## src/rtl/prog_tick_timer_pkg.sv

```systemverilog
// Shared definitions for the programmable tick timer.
//   mode_e           : channel mode encoding (periodic / one-shot)
//   DEFAULT_PRESCALE : system clocks per base strobe (1 ms at 50 MHz)
//   clog2w()         : counter width for a modulus, never below 1 bit
package timer_pkg;

    typedef enum logic {
        MODE_PERIODIC = 1'b0,
        MODE_ONESHOT  = 1'b1
    } mode_e;

    localparam int unsigned DEFAULT_PRESCALE = 50000;

    function automatic int unsigned clog2w(input int unsigned v);
        return (v <= 2) ? 1 : $clog2(v);
    endfunction

endpackage

```

## src/rtl/prog_tick_timer_if.sv

```systemverilog
// Control/status bundle of the tick timer.
//   en, mode, load, div_in : per-channel controls (driven by master)
//   tick, busy, base_tick  : timer outputs (driven by slave = timer)
interface prog_tick_timer_if #(
    parameter int unsigned NCH = 4,
    parameter int unsigned CW  = 12
);
    logic [NCH-1:0] en;
    logic [NCH-1:0] mode;
    logic [NCH-1:0] load;
    logic [CW-1:0]  div_in;
    logic [NCH-1:0] tick;
    logic [NCH-1:0] busy;
    logic           base_tick;

    modport master (
        output en, mode, load, div_in,
        input  tick, busy, base_tick
    );

    modport slave (
        input  en, mode, load, div_in,
        output tick, busy, base_tick
    );
endinterface

```

## src/rtl/prog_tick_timer_tick_channel.sv

```systemverilog
// One timer channel: divides the base strobe by a loadable divisor.
//   clk, rst : clock, async active-high reset
//   s        : base strobe (one clk wide)
//   en       : run enable, low holds the count
//   mode     : 0 periodic, 1 one-shot
//   load     : load div_in, clear count, re-arm
//   div_in   : new divisor
//   tick     : registered one-cycle pulse on terminal count
//   busy     : channel is counting toward a tick
module tick_channel
    import timer_pkg::*;
#(
    parameter int unsigned CW          = 12,
    parameter int unsigned DEFAULT_DIV = 100
) (
    input  logic          clk,
    input  logic          rst,
    input  logic          s,
    input  logic          en,
    input  logic          mode,
    input  logic          load,
    input  logic [CW-1:0] div_in,
    output logic          tick,
    output logic          busy
);

    logic [CW-1:0] div_q, div_d;
    logic [CW-1:0] cnt_q, cnt_d;
    logic          armed_q, armed_d;
    logic          tick_q, tick_d;
    logic          active;
    mode_e         mode_s;

    assign mode_s = mode_e'(mode);
    assign active = (div_q != '0) && ((mode_s == MODE_PERIODIC) || armed_q);

    always_comb begin
        div_d   = div_q;
        cnt_d   = cnt_q;
        armed_d = armed_q;
        tick_d  = 1'b0;
        // Load outranks the strobe, so a coinciding terminal count is dropped.
        if (load) begin
            div_d   = div_in;
            cnt_d   = '0;
            armed_d = 1'b1;
        end else if (en && s && active) begin
            if (cnt_q == div_q - CW'(1)) begin
                cnt_d  = '0;
                tick_d = 1'b1;
                if (mode_s == MODE_ONESHOT) begin
                    armed_d = 1'b0;
                end
            end else begin
                cnt_d = cnt_q + CW'(1);
            end
        end
    end

    always_ff @(posedge clk or posedge rst) begin
        if (rst) begin
            div_q   <= CW'(DEFAULT_DIV);
            cnt_q   <= '0;
            armed_q <= 1'b0;
            tick_q  <= 1'b0;
        end else begin
            div_q   <= div_d;
            cnt_q   <= cnt_d;
            armed_q <= armed_d;
            tick_q  <= tick_d;
        end
    end

    assign tick = tick_q;
    // Reset state alone would leave a periodic channel busy, so rst masks it.
    assign busy = !rst && en && active;

endmodule

```

## src/rtl/prog_tick_timer.sv

```systemverilog
// Multi-channel programmable tick generator.
//   clk, rst : clock, async active-high reset
//   bus      : slave side of prog_tick_timer_if
//              (en/mode/load/div_in in, tick/busy/base_tick out)
// A free-running prescaler produces the base strobe shared by NCH channels.
module prog_tick_timer
    import timer_pkg::*;
#(
    parameter int unsigned PRESCALE    = DEFAULT_PRESCALE,
    parameter int unsigned NCH         = 4,
    parameter int unsigned CW          = 12,
    parameter int unsigned DEFAULT_DIV = 100
) (
    input  logic           clk,
    input  logic           rst,
    prog_tick_timer_if.slave bus
);

    localparam int unsigned PW = clog2w(PRESCALE);

    logic [PW-1:0]  pcnt_q, pcnt_d;
    logic           base_tick_q, base_tick_d;
    logic           s;
    logic [NCH-1:0] tick_w;
    logic [NCH-1:0] busy_w;

    always_comb begin
        s           = (pcnt_q == PW'(PRESCALE - 1));
        pcnt_d      = s ? '0 : pcnt_q + PW'(1);
        base_tick_d = s;
    end

    always_ff @(posedge clk or posedge rst) begin
        if (rst) begin
            pcnt_q      <= '0;
            base_tick_q <= 1'b0;
        end else begin
            pcnt_q      <= pcnt_d;
            base_tick_q <= base_tick_d;
        end
    end

    for (genvar i = 0; i < NCH; i++) begin : g_ch
        tick_channel #(
            .CW          (CW),
            .DEFAULT_DIV (DEFAULT_DIV)
        ) u_ch (
            .clk    (clk),
            .rst    (rst),
            .s      (s),
            .en     (bus.en[i]),
            .mode   (bus.mode[i]),
            .load   (bus.load[i]),
            .div_in (bus.div_in),
            .tick   (tick_w[i]),
            .busy   (busy_w[i])
        );
    end

    assign bus.tick      = tick_w;
    assign bus.busy      = busy_w;
    assign bus.base_tick = base_tick_q;

endmodule

```

## src/flat_wrapper.sv

```systemverilog
// flat-port wrapper written by rule: the top's interface ports become plain ports
module prog_tick_timer_flat import timer_pkg::*;
#(
    parameter int unsigned PRESCALE    = DEFAULT_PRESCALE,
    parameter int unsigned NCH         = 4,
    parameter int unsigned CW          = 12,
    parameter int unsigned DEFAULT_DIV = 100
)
  (clk, rst, bus_en, bus_mode, bus_load, bus_div_in, bus_tick, bus_busy, bus_base_tick);
  prog_tick_timer_if #(.NCH(NCH), .CW(CW)) bus_i ();
  input  logic clk;
  input  logic rst;
  input wire logic [$bits(bus_i.en)-1:0] bus_en;
  input wire logic [$bits(bus_i.mode)-1:0] bus_mode;
  input wire logic [$bits(bus_i.load)-1:0] bus_load;
  input wire logic [$bits(bus_i.div_in)-1:0] bus_div_in;
  output wire logic [$bits(bus_i.tick)-1:0] bus_tick;
  output wire logic [$bits(bus_i.busy)-1:0] bus_busy;
  output wire logic [$bits(bus_i.base_tick)-1:0] bus_base_tick;
  assign bus_i.en = bus_en;
  assign bus_i.mode = bus_mode;
  assign bus_i.load = bus_load;
  assign bus_i.div_in = bus_div_in;
  assign bus_tick = bus_i.tick;
  assign bus_busy = bus_i.busy;
  assign bus_base_tick = bus_i.base_tick;
  prog_tick_timer #(.PRESCALE(PRESCALE), .NCH(NCH), .CW(CW), .DEFAULT_DIV(DEFAULT_DIV)) u_core (.clk(clk), .rst(rst), .bus(bus_i));
endmodule
```

## config.mk

```make
export PLATFORM = sky130hd
export DESIGN_NAME = prog_tick_timer_flat
export DESIGN_NICKNAME = d
export VERILOG_FILES = /design/src/rtl/prog_tick_timer_pkg.sv /design/src/rtl/prog_tick_timer_if.sv /design/src/rtl/prog_tick_timer_tick_channel.sv /design/src/rtl/prog_tick_timer.sv /design/src/flat_wrapper.sv
export SDC_FILE = /design/constraint.sdc
export NUM_CORES = 1
export LEC_CHECK = 0
export BUFFER_PORTS_ARGS = -buffer_cell sky130_fd_sc_hd__buf_2
export CAP_MARGIN = 30
export CORE_AREA = 2 2 151 153
export DETAILED_ROUTE_END_ITERATION = 10
export DIE_AREA = 0 0 153 155
export SLEW_MARGIN = 20
export SYNTH_ARGS = -nofsm -noshare
export SYNTH_HDL_FRONTEND = slang
export SYNTH_SLANG_ARGS = --single-unit
export TNS_END_PERCENT = 30
```

## constraint.sdc

```tcl
create_clock -name clk -period 7.7 [get_ports clk]
set_clock_uncertainty 0.2 [all_clocks]
set_input_delay 1.155 -clock clk [delete_from_list [all_inputs] [get_ports clk]]
set_output_delay 1.155 -clock clk [all_outputs]
set_load 0.05 [all_outputs]
```

==> qor.yml, run 1 <==
grt:
  grt_max_degree: 66
  grt_pass1_vias: 5767
  antenna_found_initial: 0
  track_usage: 0.161
  grt_overflow: 0
  grt_pass1_wl_um: 30500
pwr:
  finalPower_mw: 1.74
  leakagePower_nw: 3.49
  peakVddDrop_mv: 0.143
  powerDensity_mw_per_mm2: 202
floorplanning:
  dieArea_sq_mm: 0.0237
  dieWidth_um: 153
  fp-row-count: 55
  coreArea_sq_mm: 0.0222
  die_y_um: 155
  start_util: 0.343
  io_pins: 35
clock_tree:
  ctsResizeCount: 0
  insertion_delay_ps: 420
  htreeDepth: 4
  clk_path_buf_depth: 2
  clock-sinks: 121
  cts-root-buf: "clkbuf_16"
  cts_inserted_buffers: 17
  cts.clk_slew.worst_paths_ps: 60
  cts_hold_buf: 0
  cts_tree: "yes"
  cts_setup_buffers: 0
sta:
  fin_crit_sh: 0.524
  hold_slack_ps: 281
  setup_viol: 0
  slew-limit-headroom: 0.436
  max_slew.worst_pin.slew_ps: 844
  final_max_slew_viol_count: 0
  setup_tns_ps: 0
  hold_viol: 0
  max_freq_ghz: 0.248
  rsz0062_at_grt: "no"
  layout_min_cycle_time_ps: 4030
job:
  maxCapViolations: 0
setup_path:
  crit_required_ps: 6340
  slowest_delay_ps: 690
  crit_slowest_cell: "nor4_1"
  cp-start-kind: "register"
  crit_chain: "inv_1, ha_1, or3b_2, nor4_1, nor3_1, buf_2"
  arrival_ps: 2680
  end_kind: "output port"
  path_class: "reg -> out"
  crit_family: "simple AND/OR/NAND/NOR gates"
  path_max_fanout: 6
  path_buf_inv: 2
detailed_routing:
  vias: 6202
  wl_um: 18900
  drc: 0
  first_iter_violations: 458
  ant_nets: 0
  viasPerCell: 5.53
  firstDrtPassIters: 5
  wl_per_cell_um: 16.8
yosys:
  synth_cell_type_count: 81
  ys_ff_latch: 121
  syn-num-nets: 850
  yosysTopAreaCellShare: 0.357
  synth_edf_count: 0
  async_flop_share: 1.00
  netlist_area_sq_mm: 0.00763
  yosys-top-cells-area: "dfrtp_1, mux2_2, xor2_1"
  yosysSeqAreaShare: 0.399
  yosys.area.top_type: "dfrtp_1"
  netlist_instances: 815
  synth_warnings: 0
  postSynthAreaPerCell_sq_um: 9.36
  synthFlopType: "dfrtp_1"
placed_design:
  dp_hpwl_um: 12900
  place.port_buffers: 34
  place_congestion: 0.842
cells_and_area:
  diodes: 0
  final_util: 0.387
  mostFrequentLayoutCells: "dfrtp_1, nor2_1, nand2_1, nor4_1, o21ai_0"
  final_common_cell: "dfrtp_1"
  syn_to_final_growth_pct: 12.8
  drive_above_1_share: 0.176
  layout.nets: 859
min_path:
  hp-class: "reg -> reg"
run_status:
  status: "completed"
==> worst paths after layout <==
check                                        startpoint  cells after the start  slack [ps]                           end
max in group asynchronous                           rst                      3        5180  u_core.g_ch[0].u_ch.cnt_q[4]
max                        u_core.g_ch[1].u_ch.div_q[0]                      6        3670                   bus_busy[1]
min                         u_core.g_ch[2].u_ch.armed_q                      1         280   u_core.g_ch[2].u_ch.armed_q
min reg2reg                 u_core.g_ch[2].u_ch.armed_q                      1         280   u_core.g_ch[2].u_ch.armed_q
min in group asynchronous                           rst                      2         810   u_core.g_ch[2].u_ch.armed_q
max reg2reg                           u_core.pcnt_q[11]                      5        4320  u_core.g_ch[2].u_ch.cnt_q[4]
==> routing by layer <==
metal	global-route usage	wire length, um
met1	0.231	9540
met4	0.0463	232
met3	0.0334	727
met5	0	0
met2	0.245	8360
==> state kept, by name (all words and copies together) (netlist names) <==
name and count:
u_core.g_ch.u_ch.cnt_q 48, u_core.g_ch.u_ch.div_q 48, u_core.pcnt_q 16, u_core.g_ch.u_ch.armed_q 4
u_core.g_ch.u_ch.tick 4, u_core.bus.base_tick 1
==> worst register-to-register path, cell delays in order (launching register included) <==
cell and delay, ps:
dfrtp_1 430, or4b_1 560, or4_4 590, nor3_4 680, nor4b_4 630, nor4_1 140
==> logic make-up after synthesis <==
kind of cell	share of synthesized area
AO/OA/AOI/OAI	0.109
XOR/XNOR	0.0803
adder cells (fa/ha/maj)	0.0148
buffers and inverters	0.0471
flip-flops	0.399
multiplexers	0.0689
AND/OR/NAND/NOR	0.281
==> power breakdown <==
part	total (mW)	internal (mW)	leakage (nW)	switching (mW)
Sequential	0.707	0.666	1.54	0.0405
Combinational	0.175	0.0723	1.65	0.102
Clock	0.859	0.553	0.302	0.306
==> synthesized netlist by cell type, types with 4 or more instances <==
cell / instances
nand4_1: 12
xor2_1: 37
or4_1: 6
nand3b_1: 10
mux2i_1: 12
nor3b_1: 8
a31oi_1: 7
or3_1: 8
inv_1: 33
o31ai_1: 5
and4b_1: 4
nor2_1: 65
nor2b_1: 7
and3_1: 27
mux2_2: 35
clkbuf_1: 31
nand2b_1: 4
nand2_1: 57
o32ai_1: 8
a221oi_1: 4
buf_2: 5
or2_2: 4
ha_1: 9
a21oi_1: 12
dfrtp_1: 109
dfstp_2: 12
nor3_1: 29
nor4_1: 50
buf_4: 10
xnor2_1: 33
and2_1: 8
and4_1: 6
nand3_1: 34
o21ai_0: 43
==> through the flow <==
stage,setup WS [ps],std cells,cell area (sq um)
4_1_cts,3640,1121,8600
6_report,3670,1122,8610
2_1_floorplan,3150,815,7630
5_1_grt,3500,1122,8610
3_3_place_gp,4150,1089,7970
3_5_place_dp,4110,1089,7970
==> final cells by class <==
cell class,instances,area [sq um]
repair buffers,39,211
inverters,33,126
fillers,2235,13600
well taps,285,357
clock buffers,23,498
clock inverters,9,135
flip-flops and latches,121,3040
multi-input cells,612,4240
(Power assumes the default switching activity.)
==> inputs of run 2 (changes only) <==
- ABC_AREA: not set -> 1
- CORE_AREA: 2 2 151 153 -> 2 2 153 155
- DIE_AREA: 0 0 153 155 -> 0 0 155 157
- clock period: 7.7 -> 3.4 ns (I/O delays scaled with it)
==> run 2 against run 1 <==
  * Count of clock-buffer cells in the layout is 1 higher
  * Setup slack got worse by 3200 ps
  * Clock power up 130%
  * Combinational power grew to 3.0 times the previous value
  * Worst hold slack worse by 180 ps
  * Global-route usage rose by 0.92 points
  * Non-clock buffer count decreased by 2
  * Final cell count increased by 30%
  * Critical path type unchanged
  * Largest cell class unchanged
  * Largest power group unchanged
  * Highest routed layer unchanged
==> qor.yml, run 2 <==
min_path:
  hp-class: "in -> async"
clock_tree:
  cts.clk_slew.worst_paths_ps: 60
  insertion_delay_ps: 420
  clk_path_buf_depth: 2
  cts_hold_buf: 0
  cts-root-buf: "clkbuf_16"
  ctsResizeCount: 0
  htreeDepth: 4
  cts_inserted_buffers: 17
  cts_setup_buffers: 0
  cts_tree: "yes"
  clock-sinks: 121
detailed_routing:
  wl_um: 19600
  wl_per_cell_um: 13.4
  first_iter_violations: 491
  viasPerCell: 4.80
  firstDrtPassIters: 5
  vias: 7012
  ant_nets: 0
  drc: 0
setup_path:
  path_max_fanout: 4
  worst-r2r-setup-slack_ps: 890
  crit_chain: "inv_1, ha_1, nand3_1, nor2_2, nand2_1, o21ai_4, nor2_1, buf_2"
  arrival_ps: 2230
  reg2reg_to: "u_core.g_ch[3].u_ch.cnt_q[11]"
  crit_required_ps: 2690
  end_kind: "output port"
  r2r_cells: 11
  slowest_delay_ps: 400
  path_buf_inv: 2
  path_class: "reg -> out"
  crit_family: "simple AND/OR/NAND/NOR gates"
  crit_slowest_cell: "dfrtp_1"
  rr_startpoint: "u_core.pcnt_q[0]"
  cp-start-kind: "register"
pwr:
  powerDensity_mw_per_mm2: 450
  leakagePower_nw: 4.34
  finalPower_mw: 4.02
  peakVddDrop_mv: 0.305
yosys:
  async_flop_share: 1.00
  postSynthAreaPerCell_sq_um: 6.97
  yosysSeqAreaShare: 0.386
  netlist_area_sq_mm: 0.00787
  yosys.area.top_type: "dfrtp_1"
  synthFlopType: "dfrtp_1"
  netlist_instances: 1129
  syn-num-nets: 1164
  synth_edf_count: 0
  yosys-top-cells-area: "dfrtp_1, nand2_1, inv_1"
  ys_ff_latch: 121
  synth_commonest_cells: "nand2_1, inv_1, nor2_1, dfrtp_1, nand3_1"
  synth_warnings: 0
  yosysTopAreaCellShare: 0.346
  yosysMostFrequentCell: "nand2_1"
  synth_cell_type_count: 46
sta:
  slew-limit-headroom: 0.581
  rsz0062_at_grt: "no"
  fin_crit_sh: 0.865
  max_slew.worst_pin.slew_ps: 629
  setup_viol: 0
  hold_viol: 0
  setup_tns_ps: 0
  layout_min_cycle_time_ps: 2940
  final_max_slew_viol_count: 0
  max_freq_ghz: 0.340
floorplanning:
  io_pins: 35
  fp-row-count: 55
  dieArea_sq_mm: 0.0243
  dieWidth_um: 155
  coreArea_sq_mm: 0.0225
  start_util: 0.350
  die_y_um: 157
cells_and_area:
  layout.nets: 1197
  diodes: 0
  final_cells: 1460
  mostFrequentLayoutCells: "nand2_1, inv_1, nor2_1, dfrtp_1, nand3_1"
  drive_above_1_share: 0.0962
  final_common_cell: "nand2_1"
  reg_top3: "u_core.g_ch.u_ch.cnt_q (48), u_core.g_ch.u_ch.div_q (48), u_core.pcnt_q (16)"
  syn_to_final_growth_pct: 13.5
  fin_area_sq_mm: 0.00894
grt:
  grt_overflow: 0
  grt_pass1_vias: 6739
  antenna_found_initial: 0
  track_usage: 0.170
  grt_pass1_wl_um: 32900
  grt_max_degree: 73
placed_design:
  place.port_buffers: 34
  place_congestion: 0.835
  dp.cells: 1428
  dp_hpwl_um: 14700
  dpl-instance-area_sq_mm: 0.00831
run_status:
  status: "completed"
job:
  maxCapViolations: 0
## run 2: through the flow
stage | setup slack, ps | util | hold slack [ps]
after floorplan | 1180 | - | 232
after global placement | 937 | 0.369 | 243
after detailed placement | 889 | 0.369 | 266
after CTS | 457 | 0.397 | 105
after global routing | 246 | 0.397 | 132
final | 458 | 0.397 | 104
## run 2: cells by family after synthesis
group,count (synthesis),share of synthesized area
simple gates,633,0.348
flops,121,0.386
xor+xnor,63,0.0718
compound gates,121,0.0866
buf+inv,182,0.0923
fa+ha+maj,9,0.0143
## run 2: per-layer routing
metal,global-route usage,vias up,share of wire,wire (um)
met5,0,-,0,0
met4,0.0414,0,0.013,248
met3,0.0374,19,0.047,921
met2,0.271,145,0.45,8760
met1,0.234,3221,0.49,9640
li1,-,3627,-,-
## run 2: how the worst max path moves through the flow
stage                                             from  cells after the start                       endpoint  slack, ps
after global placement    u_core.g_ch[1].u_ch.div_q[0]                      8                    bus_busy[1]        940
final                     u_core.g_ch[2].u_ch.div_q[0]                      8                    bus_busy[2]        460
after CTS                 u_core.g_ch[2].u_ch.div_q[0]                      8                    bus_busy[2]        460
after floorplan           u_core.g_ch[2].u_ch.div_q[0]                      8                    bus_busy[2]       1180
after global routing      u_core.g_ch[1].u_ch.div_q[0]                      8                    bus_busy[1]        250
after detailed placement  u_core.g_ch[3].u_ch.div_q[0]                     11  u_core.g_ch[3].u_ch.cnt_q[11]        890
## run 2: report_power, final
part / internal [mW] / switching, mW / total, mW
clock network: 1.28 / 0.660 / 1.94
logic: 0.166 / 0.351 / 0.517
registers: 1.51 / 0.0574 / 1.56
## run 2: final cells by class
type / instances / area [sq um]
well taps: 285 / 357
fillers: 2345 / 13600
clock inverters: 8 / 143
repair buffers: 37 / 205
clock buffers: 24 / 482
flip-flops and latches: 121 / 3040
multi-input cells: 826 / 4100
inverters: 159 / 603
## run 2: tightest hold or removal path, cell delays in order
cell	delay, ps
buf_2	170
clkinvlp_4	110
buf_12	340
